$ cat config.mk
export PLATFORM = sky130hd
export DESIGN_NAME = encode_sequencer
export DESIGN_NICKNAME = d
export VERILOG_FILES = /design/src/rtl/encode_pkg.sv /design/src/rtl/encode_fifo.sv /design/src/rtl/encode_sequencer.sv
export SDC_FILE = /design/constraint.sdc
export NUM_CORES = 1
export LEC_CHECK = 0
export BUFFER_PORTS_ARGS = -buffer_cell sky130_fd_sc_hd__buf_2
export CAP_MARGIN = 20
export CORE_MARGIN = 2
export CORE_UTILIZATION = 63
export CTS_BUF_LIST = sky130_fd_sc_hd__clkbuf_2
export CTS_CLUSTER_DIAMETER = 100
export CTS_CLUSTER_SIZE = 28
export DETAILED_ROUTE_END_ITERATION = 12
export GPL_TIMING_DRIVEN = 0
export HOLD_SLACK_MARGIN = 0.02
export PLACE_DENSITY = 0.84
export SYNTH_ARGS = -nofsm -noshare
export SYNTH_HDL_FRONTEND = slang
export SYNTH_SLANG_ARGS = --single-unit
$ cat constraint.sdc
create_clock -name CLOCK_50 -period 4.1 [get_ports CLOCK_50]
set_input_delay 0.82 -clock CLOCK_50 [delete_from_list [all_inputs] [get_ports CLOCK_50]]
set_output_delay 0.82 -clock CLOCK_50 [all_outputs]
set_load 0.01 [all_outputs]
$ cat src/rtl/encode_pkg.sv
// Shared definitions for the PS/2-to-encoder sequencer: scan-code constants,
// the letter table, the controller state type and the scan-to-ASCII lookup.
package encode_pkg;

  localparam logic [7:0] SCAN_BREAK  = 8'hF0;
  localparam logic [7:0] SCAN_EXT    = 8'hE0;
  localparam logic [7:0] ASCII_BASE  = 8'h41;
  localparam int         NUM_LETTERS = 26;

  // Set-2 make codes, element 0 is 'A' and element 25 is 'Z'
  localparam logic [NUM_LETTERS-1:0][7:0] LETTER_CODES = {
    8'h1A, 8'h35, 8'h22, 8'h1D, 8'h2A, 8'h3C, 8'h2C, 8'h1B, 8'h2D,
    8'h15, 8'h4D, 8'h44, 8'h31, 8'h3A, 8'h4B, 8'h42, 8'h3B, 8'h43,
    8'h33, 8'h34, 8'h2B, 8'h24, 8'h23, 8'h21, 8'h32, 8'h1C
  };

  typedef enum logic [1:0] {IDLE, ISSUE, WAIT, DONE} state_t;

  // Returns {hit, ascii}; hit is low for anything that is not a letter key
  function automatic logic [8:0] scan_to_ascii(input logic [7:0] code);
    logic [8:0] result;
    result = '0;
    for (int i = 0; i < NUM_LETTERS; i++) begin
      if (LETTER_CODES[i] == code) result = {1'b1, ASCII_BASE + 8'(i)};
    end
    return result;
  endfunction

endpackage

$ cat src/rtl/encode_fifo.sv
// Small synchronous character queue with occupancy count. A write on a full
// queue is accepted only when a read happens in the same cycle.
module encode_fifo
  import encode_pkg::*;
#(
  parameter int DEPTH = 4,
  parameter int WIDTH = 8
) (
  input  logic                     clk,
  input  logic                     rst,
  input  logic                     write_en,
  input  logic [WIDTH-1:0]         write_data,
  input  logic                     read_en,
  output logic [WIDTH-1:0]         read_data,
  output logic [$clog2(DEPTH):0]   count,
  output logic                     full
);

  localparam int PTR_W = $clog2(DEPTH);
  localparam int CNT_W = PTR_W + 1;

  logic [WIDTH-1:0] mem [DEPTH];
  logic [PTR_W-1:0] write_ptr;
  logic [PTR_W-1:0] read_ptr;
  logic             do_write;
  logic             do_read;

  assign do_read   = read_en && (count != '0);
  assign do_write  = write_en && (!full || do_read);
  assign full      = (count == CNT_W'(DEPTH));
  assign read_data = mem[read_ptr];

  // Storage array; contents need no reset since the pointers define validity
  always_ff @(posedge clk) begin
    if (do_write) mem[write_ptr] <= write_data;
  end

  // Pointers wrap naturally because DEPTH is a power of two
  always_ff @(posedge clk or posedge rst) begin
    if (rst) begin
      write_ptr <= '0;
      read_ptr  <= '0;
      count     <= '0;
    end else begin
      if (do_write) write_ptr <= write_ptr + 1'b1;
      if (do_read)  read_ptr  <= read_ptr + 1'b1;
      if (do_write && !do_read)      count <= count + 1'b1;
      else if (!do_write && do_read) count <= count - 1'b1;
    end
  end

endmodule

$ cat src/rtl/encode_sequencer.sv
// Filters PS/2 scan codes down to letter keys, queues them as ASCII and
// hands them one at a time to an external encoder, collecting its result.
// Optional WAIT timeout is built when ENCODE_SEQ_TIMEOUT_EN is defined.
module encode_sequencer
  import encode_pkg::*;
#(
  parameter int FIFO_DEPTH     = 4,
  parameter int TIMEOUT_CYCLES = 1024
) (
  input  logic                          CLOCK_50,
  input  logic                          reset,
  input  logic [7:0]                    i_scan_data,
  input  logic                          i_scan_en,
  input  logic                          i_enc_ready,
  input  logic [7:0]                    i_enc_data,
  input  logic                          i_enc_valid,
  output logic                          o_enc_start,
  output logic [7:0]                    o_enc_data,
  output logic [4:0]                    o_char,
  output logic                          o_char_valid,
  output logic [$clog2(FIFO_DEPTH):0]   o_fifo_count,
  output logic                          o_busy,
  output logic                          o_overflow,
  output logic                          o_timeout
);

  state_t     state;
  logic       break_pending;
  logic       ext_pending;
  logic [8:0] lookup;
  logic       is_prefix;
  logic       push;
  logic       pop;
  logic       fifo_full;
  logic [7:0] fifo_head;
  logic [2:0] unused_enc_bits;

  assign unused_enc_bits = i_enc_data[7:5];
  assign lookup          = scan_to_ascii(i_scan_data);
  assign is_prefix       = (i_scan_data == SCAN_BREAK) || (i_scan_data == SCAN_EXT);
  assign push            = i_scan_en && !is_prefix && !break_pending && !ext_pending && lookup[8];
  assign pop             = (state == ISSUE);

`ifdef ENCODE_SEQ_TIMEOUT_EN
  localparam int TIMER_W = $clog2(TIMEOUT_CYCLES + 1);
  logic [TIMER_W-1:0] timer;
`else
  localparam int unused_timeout_cycles = TIMEOUT_CYCLES;
  assign o_timeout = 1'b0;
`endif

  encode_fifo #(
    .DEPTH (FIFO_DEPTH),
    .WIDTH (8)
  ) u_fifo (
    .clk        (CLOCK_50),
    .rst        (reset),
    .write_en   (push),
    .write_data (lookup[7:0]),
    .read_en    (pop),
    .read_data  (fifo_head),
    .count      (o_fifo_count),
    .full       (fifo_full)
  );

  // Prefix tracking: a break or extended prefix swallows the following byte
  always_ff @(posedge CLOCK_50 or posedge reset) begin
    if (reset) begin
      break_pending <= 1'b0;
      ext_pending   <= 1'b0;
    end else if (i_scan_en) begin
      if (i_scan_data == SCAN_BREAK) begin
        break_pending <= 1'b1;
      end else if (i_scan_data == SCAN_EXT) begin
        ext_pending <= 1'b1;
      end else begin
        break_pending <= 1'b0;
        ext_pending   <= 1'b0;
      end
    end
  end

  // Sticky drop flag; a full queue still accepts a push when it pops too
  always_ff @(posedge CLOCK_50 or posedge reset) begin
    if (reset) begin
      o_overflow <= 1'b0;
    end else if (push && fifo_full && !pop) begin
      o_overflow <= 1'b1;
    end
  end

  // Controller: issue queue head, wait for the encoder, report the result
  always_ff @(posedge CLOCK_50 or posedge reset) begin
    if (reset) begin
      state        <= IDLE;
      o_enc_start  <= 1'b0;
      o_enc_data   <= '0;
      o_char       <= '0;
      o_char_valid <= 1'b0;
      o_busy       <= 1'b0;
`ifdef ENCODE_SEQ_TIMEOUT_EN
      o_timeout    <= 1'b0;
      timer        <= '0;
`endif
    end else begin
      o_enc_start  <= 1'b0;
      o_char_valid <= 1'b0;
`ifdef ENCODE_SEQ_TIMEOUT_EN
      o_timeout    <= 1'b0;
`endif
      case (state)
        IDLE: begin
          if ((o_fifo_count != '0) && i_enc_ready) begin
            state       <= ISSUE;
            o_enc_start <= 1'b1;
            o_enc_data  <= fifo_head;
            o_busy      <= 1'b1;
          end
        end
        ISSUE: begin
          state <= WAIT;
`ifdef ENCODE_SEQ_TIMEOUT_EN
          timer <= '0;
`endif
        end
        WAIT: begin
          if (i_enc_valid) begin
            state        <= DONE;
            o_char       <= i_enc_data[4:0];
            o_char_valid <= 1'b1;
            o_busy       <= 1'b0;
          end
`ifdef ENCODE_SEQ_TIMEOUT_EN
          else if (timer == TIMER_W'(TIMEOUT_CYCLES - 1)) begin
            state     <= IDLE;
            o_busy    <= 1'b0;
            o_timeout <= 1'b1;
          end else begin
            timer <= timer + 1'b1;
          end
`endif
        end
        DONE: begin
          state <= IDLE;
        end
        default: begin
          state <= IDLE;
        end
      endcase
    end
  end

endmodule

==> flow_metrics.py, run 1 <==
metrics = {
    "outcome": {
        "outcome": "completed",
    },
    "critical_path": {
        "critical_path_data_arrival_time_ps": 3630,
        "worstSetupEndpoint": "u_fifo.count[2]$_DFFE_PP0P_",
        "timing.rr.start": "state[1]$_DFFE_PP0P_",
        "r2r_cells": 8,
        "critical_path.reg2reg.endpoint": "u_fifo.count[1]$_DFFE_PP0P_",
        "reg2reg_slack_ps": 1550,
        "crit_path_max_fanout": 10,
        "setup.worst_path.start": "i_scan_data[3]",
        "critical_path_class": "in2reg",
        "crit_required_ps": 4490,
        "timing.critical_path.from_type": "primary input",
        "setup.worst_path.end_class": "flop",
    },
    "synth": {
        "synth_largest_type_area_fraction_pct": 26.40,
        "synth-warning-count": 0,
        "synthDistinctLibCells": 57,
        "synthesis.instances": 228,
        "synth_edf_count": 24,
        "synth.top_cells.by_area": "sky130_fd_sc_hd__edfxtp_1 (26%), sky130_fd_sc_hd__dfrtp_1 (24%), sky130_fd_sc_hd__mux2_2 (4.9%)",
        "post_synth.cell_area_avg_um2": 11.97,
        "post-synth-top-area-cell": "sky130_fd_sc_hd__edfxtp_1",
        "syn-cell-area_um2": 2730,
        "yosys_register_bits": 50,
        "post_synth_top_flop": "sky130_fd_sc_hd__dfrtp_1",
        "share_of_synthesized_area_occupied_by_flip_flops_and_latches_pct": 50.23,
        "ys_async_sr_fraction_pct": 52.00,
    },
    "finish": {
        "layout_commonest_cell": "sky130_fd_sc_hd__buf_2",
        "layout.filler_cells": 284,
        "layout-area-overhead-vs-synth_pct": 11.41,
        "n_antenna_cell": 0,
        "layout-drive-gt1-share_pct": 30.88,
        "finish.net_count": 302,
        "seq_area_um2": 1371,
        "top_library_cells_by_usage_in_the_layout_fill_and_taps_aside": "sky130_fd_sc_hd__buf_2 (40), sky130_fd_sc_hd__dfrtp_1 (26), sky130_fd_sc_hd__edfxtp_1 (24)",
        "multi_input_combinational_cell_area_um2": 1226,
    },
    "drt": {
        "vias": 1830,
        "wirelength_mm": 4.902,
        "firstDrtPassIters": 4,
        "detailedRoute.firstIterationViolations": 100,
        "wl_per_cell_um": 15.22,
        "route.detailed.vias_per_inst": 5.683,
        "route.antenna.remaining_nets": 0,
        "route.detailed.drc": 0,
    },
    "sta": {
        "timing.final.hold_violations": 0,
        "final_period_minus_worst_setup_slack_ps": 3242,
        "worst_slew_pin_slew_ps": 727.8,
        "final_max_slew_viol_count": 0,
        "setup_viol": 0,
        "rsz0062_at_grt": "false",
        "finalSetupTns_ps": 0,
        "period_utilization_post_route_pct": 79.06,
        "fmaxAchievable_mhz": 308.5,
        "slew_headroom_pct": 50.80,
        "final.setup_skew_ps": 26.95,
    },
    "clocking": {
        "sink_count": 50,
        "cts_tree": "built",
        "post-cts-setup-buffers": 0,
        "clk_pin_slew_ps": 240,
        "clock_latency_ps": 440,
        "cts_made_buffers": 5,
        "post_cts_hold_buffer_count": 0,
        "cts-htree-levels": 2,
        "cts_max_path_buffers": 2,
        "ctsRootBufferMaster": "sky130_fd_sc_hd__clkbuf_2",
        "count_of_instances_resized_after_the_clock_tree_is_built": 0,
    },
    "placed_design": {
        "hpwlAfterDp_mm": 3.695,
        "routabilityCongestion": 0.9323,
        "count_of_input_and_output_buffers": 33,
    },
    "power_and_ir_drop": {
        "static-leakage-power_nw": 1.259,
        "irDropWorstVdd_mv": 0.3293,
        "power-per-cell-area_nw_per_um2": 500.9,
        "power_mw": 1.524,
    },
    "die": {
        "design.die.area_um2": 4876,
        "pin_count": 42,
        "die-width_um": 69.83,
        "row_count": 23,
        "placeableCoreArea_um2": 4086,
        "die-height_um": 69.83,
        "floorplan.initialDensity_pct": 66.81,
    },
    "hold_path": {
        "hold_class": "in2async",
    },
    "global_routing": {
        "grt_max_degree": 27,
        "grtUsageTotal_pct": 22.71,
        "grt_pass1_wl_mm": 8.631,
        "grt_antenna_before_repair": 0,
        "globalRouteOverflowTotal": 0,
        "number_of_global_route_vias_before_repair": 1814,
    },
    "flow_run": {
        "reported_max_cap_violation_count": 0,
    },
}
## report_power, final
part	leakage, nW	switching, mW	internal [mW]	total, mW
sequential	0.532	0.0711	0.647	0.718
clock	0.0256	0.157	0.0435	0.200
combinational	0.701	0.304	0.301	0.605
## cell type report
class,count,share of cell area [%]
sequential,50,45.08
multi-input combinational,153,40.31
timing repair buffer,34,6.335
buffer,16,3.250
tap,50,2.057
inverter,11,1.357
clock buffer,5,0.8227
clock inverter,3,0.7816
## cells in the mapped netlist (3+ instances only)
cell and count:
sky130_fd_sc_hd__nand2b_1 5, sky130_fd_sc_hd__buf_4 4, sky130_fd_sc_hd__dfrtp_1 26, sky130_fd_sc_hd__nor4b_2 3, sky130_fd_sc_hd__a211oi_1 4, sky130_fd_sc_hd__nand2_1 17
sky130_fd_sc_hd__xor2_1 4, sky130_fd_sc_hd__edfxtp_1 24, sky130_fd_sc_hd__o21ai_0 7, sky130_fd_sc_hd__a21oi_1 10, sky130_fd_sc_hd__mux2_2 12, sky130_fd_sc_hd__nor2b_1 5
sky130_fd_sc_hd__mux4_2 6, sky130_fd_sc_hd__ha_1 9, sky130_fd_sc_hd__xnor2_1 4, sky130_fd_sc_hd__inv_1 11, sky130_fd_sc_hd__nor2_1 14, sky130_fd_sc_hd__buf_2 7
sky130_fd_sc_hd__nand3_1 4, sky130_fd_sc_hd__and2_1 4
## cells by family after synthesis
| family | share of synthesized area (%) |
|---|---|
| AOI/OAI and AO/OA | 10.36 |
| xor gates and xnor gates | 2.566 |
| adders and majority gates | 4.858 |
| buffers and inverters | 5.133 |
| DFF | 50.23 |
| muxes | 11.18 |
| other | 0.1374 |
| and+or+nand+nor | 15.54 |
## flip-flops by register name, indices dropped and copies added, names as in the netlist
signal            flops
u_fifo.mem           24
o_enc_data            6
o_char                5
u_fifo.count          3
state                 2
u_fifo.read_ptr       2
u_fifo.write_ptr      2
break_pending         1
ext_pending           1
o_busy                1
o_char_valid          1
o_enc_start           1
o_overflow            1
## worst min-delay path by stage
| stage | start | endpoint | slack, ps |
|---|---|---|---|
| floorplan | break_pending$_DFFE_PP0P_ | break_pending$_DFFE_PP0P_ | 460 |
| global placement | o_overflow$_DFFE_PP0P_ | o_overflow$_DFFE_PP0P_ | 450 |
| detailed placement | o_overflow$_DFFE_PP0P_ | o_overflow$_DFFE_PP0P_ | 460 |
| finish | reset | o_enc_data[6]$_DFFE_PP0P_ | 250 |
| global route | reset | o_enc_data[0]$_DFFE_PP0P_ | 220 |
| CTS | o_overflow$_DFFE_PP0P_ | o_overflow$_DFFE_PP0P_ | 520 |
## per-stage QoR
| stage | hold slack (ps) | worst slack (ps) | std cells | util, % | instance area, µm² |
|---|---|---|---|---|---|
| after floorplan | 463.2 | 855.1 | 230 | - | 2738 |
| after global placement | 452.9 | 481.8 | 313 | 72.57 | 2965 |
| after detailed placement | 462.9 | 419.2 | 313 | 72.57 | 2965 |
| after CTS | 515.5 | 908.7 | 321 | 73.76 | 3014 |
| after global routing | 216.4 | 616.1 | 322 | 74.43 | 3042 |
| final | 246.4 | 858.3 | 322 | 74.43 | 3042 |
## routing by layer
metal | up-vias | global-route usage, % | wire [µm]
met3 | 7 | 5.087 | 216
met1 | 856 | 30.60 | 2141
met2 | 53 | 37.04 | 2461
met5 | - | 0 | 0
li1 | 914 | - | -
met4 | 0 | 6.838 | 82
## worst max-delay path, stage by stage
cell and delay [ps]:
sky130_fd_sc_hd__buf_2 100, sky130_fd_sc_hd__buf_2 170, sky130_fd_sc_hd__nor4b_1 510, sky130_fd_sc_hd__a32o_1 210
sky130_fd_sc_hd__a21oi_1 100, sky130_fd_sc_hd__nor4b_2 210, sky130_fd_sc_hd__a211oi_4 380, sky130_fd_sc_hd__ha_1 260
sky130_fd_sc_hd__inv_1 60, sky130_fd_sc_hd__fa_1 370, sky130_fd_sc_hd__xor2_1 170, sky130_fd_sc_hd__nor2_1 120
sky130_fd_sc_hd__xor2_1 150
Note: power is estimated with default switching activity, not from simulation.
==> inputs of run 2 (changes only) <==
Settings changed: ABC_AREA from default to 1, CORE_UTILIZATION 63 to 53, PLACE_DENSITY 0.84 to 0.76.
Clock period 4.1 ns to 2.8 ns, I/O delays scaled along.
==> run 2 against run 1 <==
Non-clock buffer count down 7. Sequential power up 45%. Register-to-register slack worse by 950 ps. Power up 48%. Global-route usage down 4.9 points. Critical path depth up 6. Cell area down 2.3%. First-iteration DRC count down 29%. Clock-buffer cell count unchanged. Clock skew up 7.9 ps. Critical path type unchanged. Largest power group unchanged.
==> flow_metrics.py, run 2 <==
metrics = {
    "synth": {
        "syn-cell-area_um2": 2601,
        "post-synth-top-area-cell": "sky130_fd_sc_hd__edfxtp_1",
        "share_of_synthesized_area_occupied_by_flip_flops_and_latches_pct": 52.72,
        "synthesis.instances": 306,
        "post_synth_top_flop": "sky130_fd_sc_hd__dfrtp_1",
        "yosys_register_bits": 50,
        "synth-warning-count": 0,
        "synth_largest_type_area_fraction_pct": 27.71,
        "ys_async_sr_fraction_pct": 52.00,
        "synth.top_cells.by_area": "sky130_fd_sc_hd__edfxtp_1 (28%), sky130_fd_sc_hd__dfrtp_1 (25%), sky130_fd_sc_hd__nand2_1 (12%)",
        "synth_edf_count": 24,
        "synthDistinctLibCells": 33,
        "post-synth-top-count-cell": "sky130_fd_sc_hd__nand2_1",
        "post_synth.cell_area_avg_um2": 8.501,
        "synth.cells.most_frequent": "sky130_fd_sc_hd__nand2_1 (83), sky130_fd_sc_hd__nor2_1 (59), sky130_fd_sc_hd__inv_1 (39), sky130_fd_sc_hd__dfrtp_1 (26), sky130_fd_sc_hd__edfxtp_1 (24)",
    },
    "clocking": {
        "cts_tree": "built",
        "clk_pin_slew_ps": 240,
        "sink_count": 50,
        "cts-htree-levels": 2,
        "post-cts-setup-buffers": 0,
        "ctsRootBufferMaster": "sky130_fd_sc_hd__clkbuf_2",
        "cts_max_path_buffers": 2,
        "cts_made_buffers": 5,
        "clock_latency_ps": 410,
    },
    "critical_path": {
        "setup.worst_path.end_class": "flop",
        "critical_path_data_arrival_time_ps": 2880,
        "timing.critical_path.from_type": "primary input",
        "reg2reg_slack_ps": 600,
        "crit_path_max_fanout": 8,
        "timing.rr.start": "state[1]$_DFFE_PP0P_",
        "cell_chain_of_the_critical_path": "buf_2, nor2_1, inv_1, nor2_1, nand2_1, o21ai_1, nor3_2, nand2_1, nor2_1, nand2_4, nand3_4, inv_1, ha_1, inv_1, fa_1, nor2_1, nor2_1, nand2_1, xor2_1",
        "critical_path.reg2reg.endpoint": "u_fifo.count[2]$_DFFE_PP0P_",
        "worst_path_largest_cell_delay_ps": 380,
        "r2r_cells": 13,
        "crit_path_top_delay_cell": "sky130_fd_sc_hd__fa_1",
        "crit_required_ps": 3160,
        "critPathMostFrequentCell": "sky130_fd_sc_hd__nor2_1",
        "critical_path_class": "in2reg",
    },
    "global_routing": {
        "grt_max_degree": 27,
        "globalRouteOverflowTotal": 0,
        "number_of_global_route_vias_before_repair": 1814,
        "grt_antenna_before_repair": 0,
        "grtUsageTotal_pct": 17.78,
        "grt_pass1_wl_mm": 7.514,
    },
    "sta": {
        "fmaxAchievable_mhz": 397.4,
        "whs_ps": 333.5,
        "timing.final.hold_violations": 0,
        "final_max_slew_viol_count": 0,
        "slew_headroom_pct": 60.97,
        "rsz0062_at_grt": "false",
        "final.setup_skew_ps": 34.89,
        "final_period_minus_worst_setup_slack_ps": 2517,
        "worst_slew_pin_slew_ps": 583.2,
        "period_utilization_post_route_pct": 89.88,
        "setup_viol": 0,
    },
    "drt": {
        "detailedRoute.firstIterationViolations": 71,
        "route.detailed.vias_per_inst": 4.807,
        "firstDrtPassIters": 4,
        "route.detailed.drc": 0,
        "route.antenna.remaining_nets": 0,
        "wl_per_cell_um": 10.94,
        "vias": 2019,
        "wirelength_mm": 4.593,
    },
    "finish": {
        "top_library_cells_by_usage_in_the_layout_fill_and_taps_aside": "sky130_fd_sc_hd__nand2_1 (83), sky130_fd_sc_hd__nor2_1 (59), sky130_fd_sc_hd__inv_1 (39)",
        "layout-area-overhead-vs-synth_pct": 14.19,
        "final-instance-count-excl-fill": 420,
        "finish.net_count": 383,
        "largest_reg_flops": 24,
        "top_register": "u_fifo.mem",
        "layout-drive-gt1-share_pct": 16.15,
        "layout_commonest_cell": "sky130_fd_sc_hd__nand2_1",
        "top_regs": "u_fifo.mem (24), o_enc_data (6), o_char (5)",
        "n_antenna_cell": 0,
    },
    "outcome": {
        "outcome": "completed",
    },
    "power_and_ir_drop": {
        "irDropWorstVdd_mv": 0.3137,
        "seq_power_share_pct": 46.3,
        "power-per-cell-area_nw_per_um2": 756.9,
        "static-leakage-power_nw": 1.498,
        "clock_power_share_pct": 15.9,
        "portion_of_total_power_attributed_to_combinational_logic_pct": 37.8,
        "net-switching-power_mw": 0.8355,
        "internal_power_mw": 1.413,
        "switching_share_of_power_pct": 37.16,
    },
    "placed_design": {
        "placed_cells_incl_taps": 410,
        "routabilityCongestion": 0.9172,
        "hpwlAfterDp_mm": 3.631,
        "count_of_input_and_output_buffers": 35,
    },
    "flow_run": {
        "reported_max_cap_violation_count": 0,
    },
    "hold_path": {
        "worstHoldPathCells": 3,
        "hold_path_end": "o_char[1]$_DFFE_PP0P_",
        "timing.hold.worst.start": "i_enc_data[1]",
        "hold_class": "in2reg",
    },
    "die": {
        "floorplan.initialDensity_pct": 55.07,
        "placeableCoreArea_um2": 4723,
        "design.die.area_um2": 5484,
        "die-height_um": 74.06,
        "row_count": 25,
        "die-width_um": 74.06,
        "pin_count": 42,
    },
}
[run 2: changes by cell type after synthesis, sizes merged, moves of 6 or more]
cell	previous run	this run
nand2	17	85
nor2	15	60
inv	11	41
mux2	13	0
buf	14	4
nand4	1	8
a21oi	10	4
mux4	6	0
o21ai	7	13
[run 2: critical path: cells and delay by family]
kind | cells | cell delay (ps)
AND/OR/NAND/NOR | 11 | 1160
adder cells (fa/ha/maj) | 2 | 510
buffers and inverters | 4 | 350
AO/OA/AOI/OAI | 1 | 150
XOR/XNOR | 1 | 140
[run 2: power by group through the flow]
stage | Clock, mW | Combinational [mW] | Sequential, mW
floorplan | 0 | 0.527 | 1.11
global placement | 0 | 0.812 | 1.06
detailed placement | 0 | 0.844 | 1.06
CTS | 0.368 | 0.850 | 1.04
global route | 0.386 | 0.978 | 1.06
finish | 0.357 | 0.849 | 1.04
[run 2: repair_timing]
| action | 4_1_cts | 5_1_grt |
|---|---|---|
| hold buffers | 0 | 1 |
| resized for setup | 0 | 0 |
| hold endpoints to repair | 0 | 2 |
| endpoints found under the setup margin | 0 | 0 |
[run 2: kinds of logic after synthesis]
kind of cell	count (synthesis)	synth area share, %
buf+inv	47	7.215
flops	50	52.72
fa+ha+maj	10	5.099
xor+xnor	3	1.010
other cells	1	0.1442
simple gates	169	27.71
compound gates	26	6.109
[run 2: cell type report]
class,count,area (µm²)
fillers,401,1753
flip-flops and latches,50,1371
multi-input cells,211,1050
repair buffers,37,212.7
inverters,41,153.9
well taps,67,83.83
clock inverters,3,40.04
plain buffers,6,33.78
clock buffers,5,25.02
[run 2: per-layer routing]
| layer | vias to the layer above | part of all wire, % | GRT usage [%] | routed length, µm |
|---|---|---|---|---|
| met5 | - | 0 | 0 | 0 |
| met4 | 0 | 2.1 | 7.273 | 95 |
| met3 | 10 | 3.5 | 3.794 | 160 |
| met2 | 52 | 50 | 32.64 | 2309 |
| met1 | 893 | 44 | 19.98 | 2027 |
| li1 | 1064 | - | - | - |
[run 2: worst max-delay path by stage]
stage | slack (ps) | cells after the start | from | endpoint
after CTS | 340 | 19 | i_scan_data[1] | u_fifo.count[2]$_DFFE_PP0P_
after detailed placement | -140 | 19 | i_scan_data[1] | u_fifo.count[2]$_DFFE_PP0P_
after global routing | 90 | 17 | i_scan_data[7] | u_fifo.count[2]$_DFFE_PP0P_
after global placement | -130 | 19 | i_scan_data[3] | u_fifo.count[2]$_DFFE_PP0P_
after floorplan | 290 | 17 | i_scan_data[7] | u_fifo.count[2]$_DFFE_PP0P_
final | 280 | 19 | i_scan_data[1] | u_fifo.count[2]$_DFFE_PP0P_
[run 2: stage by stage]
stage               total power [mW]  util (%)  setup WS [ps]  area, µm²  TNS (ps)
floorplan                      1.634         -          290.7       2609         0
global placement               1.870     60.72         -126.2       2868    -155.8
detailed placement             1.906     60.72         -137.7       2868    -150.3
CTS                            2.261     62.09          342.5       2933         0
global route                   2.423     62.89          87.35       2970         0
finish                         2.248     62.89          283.5       2970         0
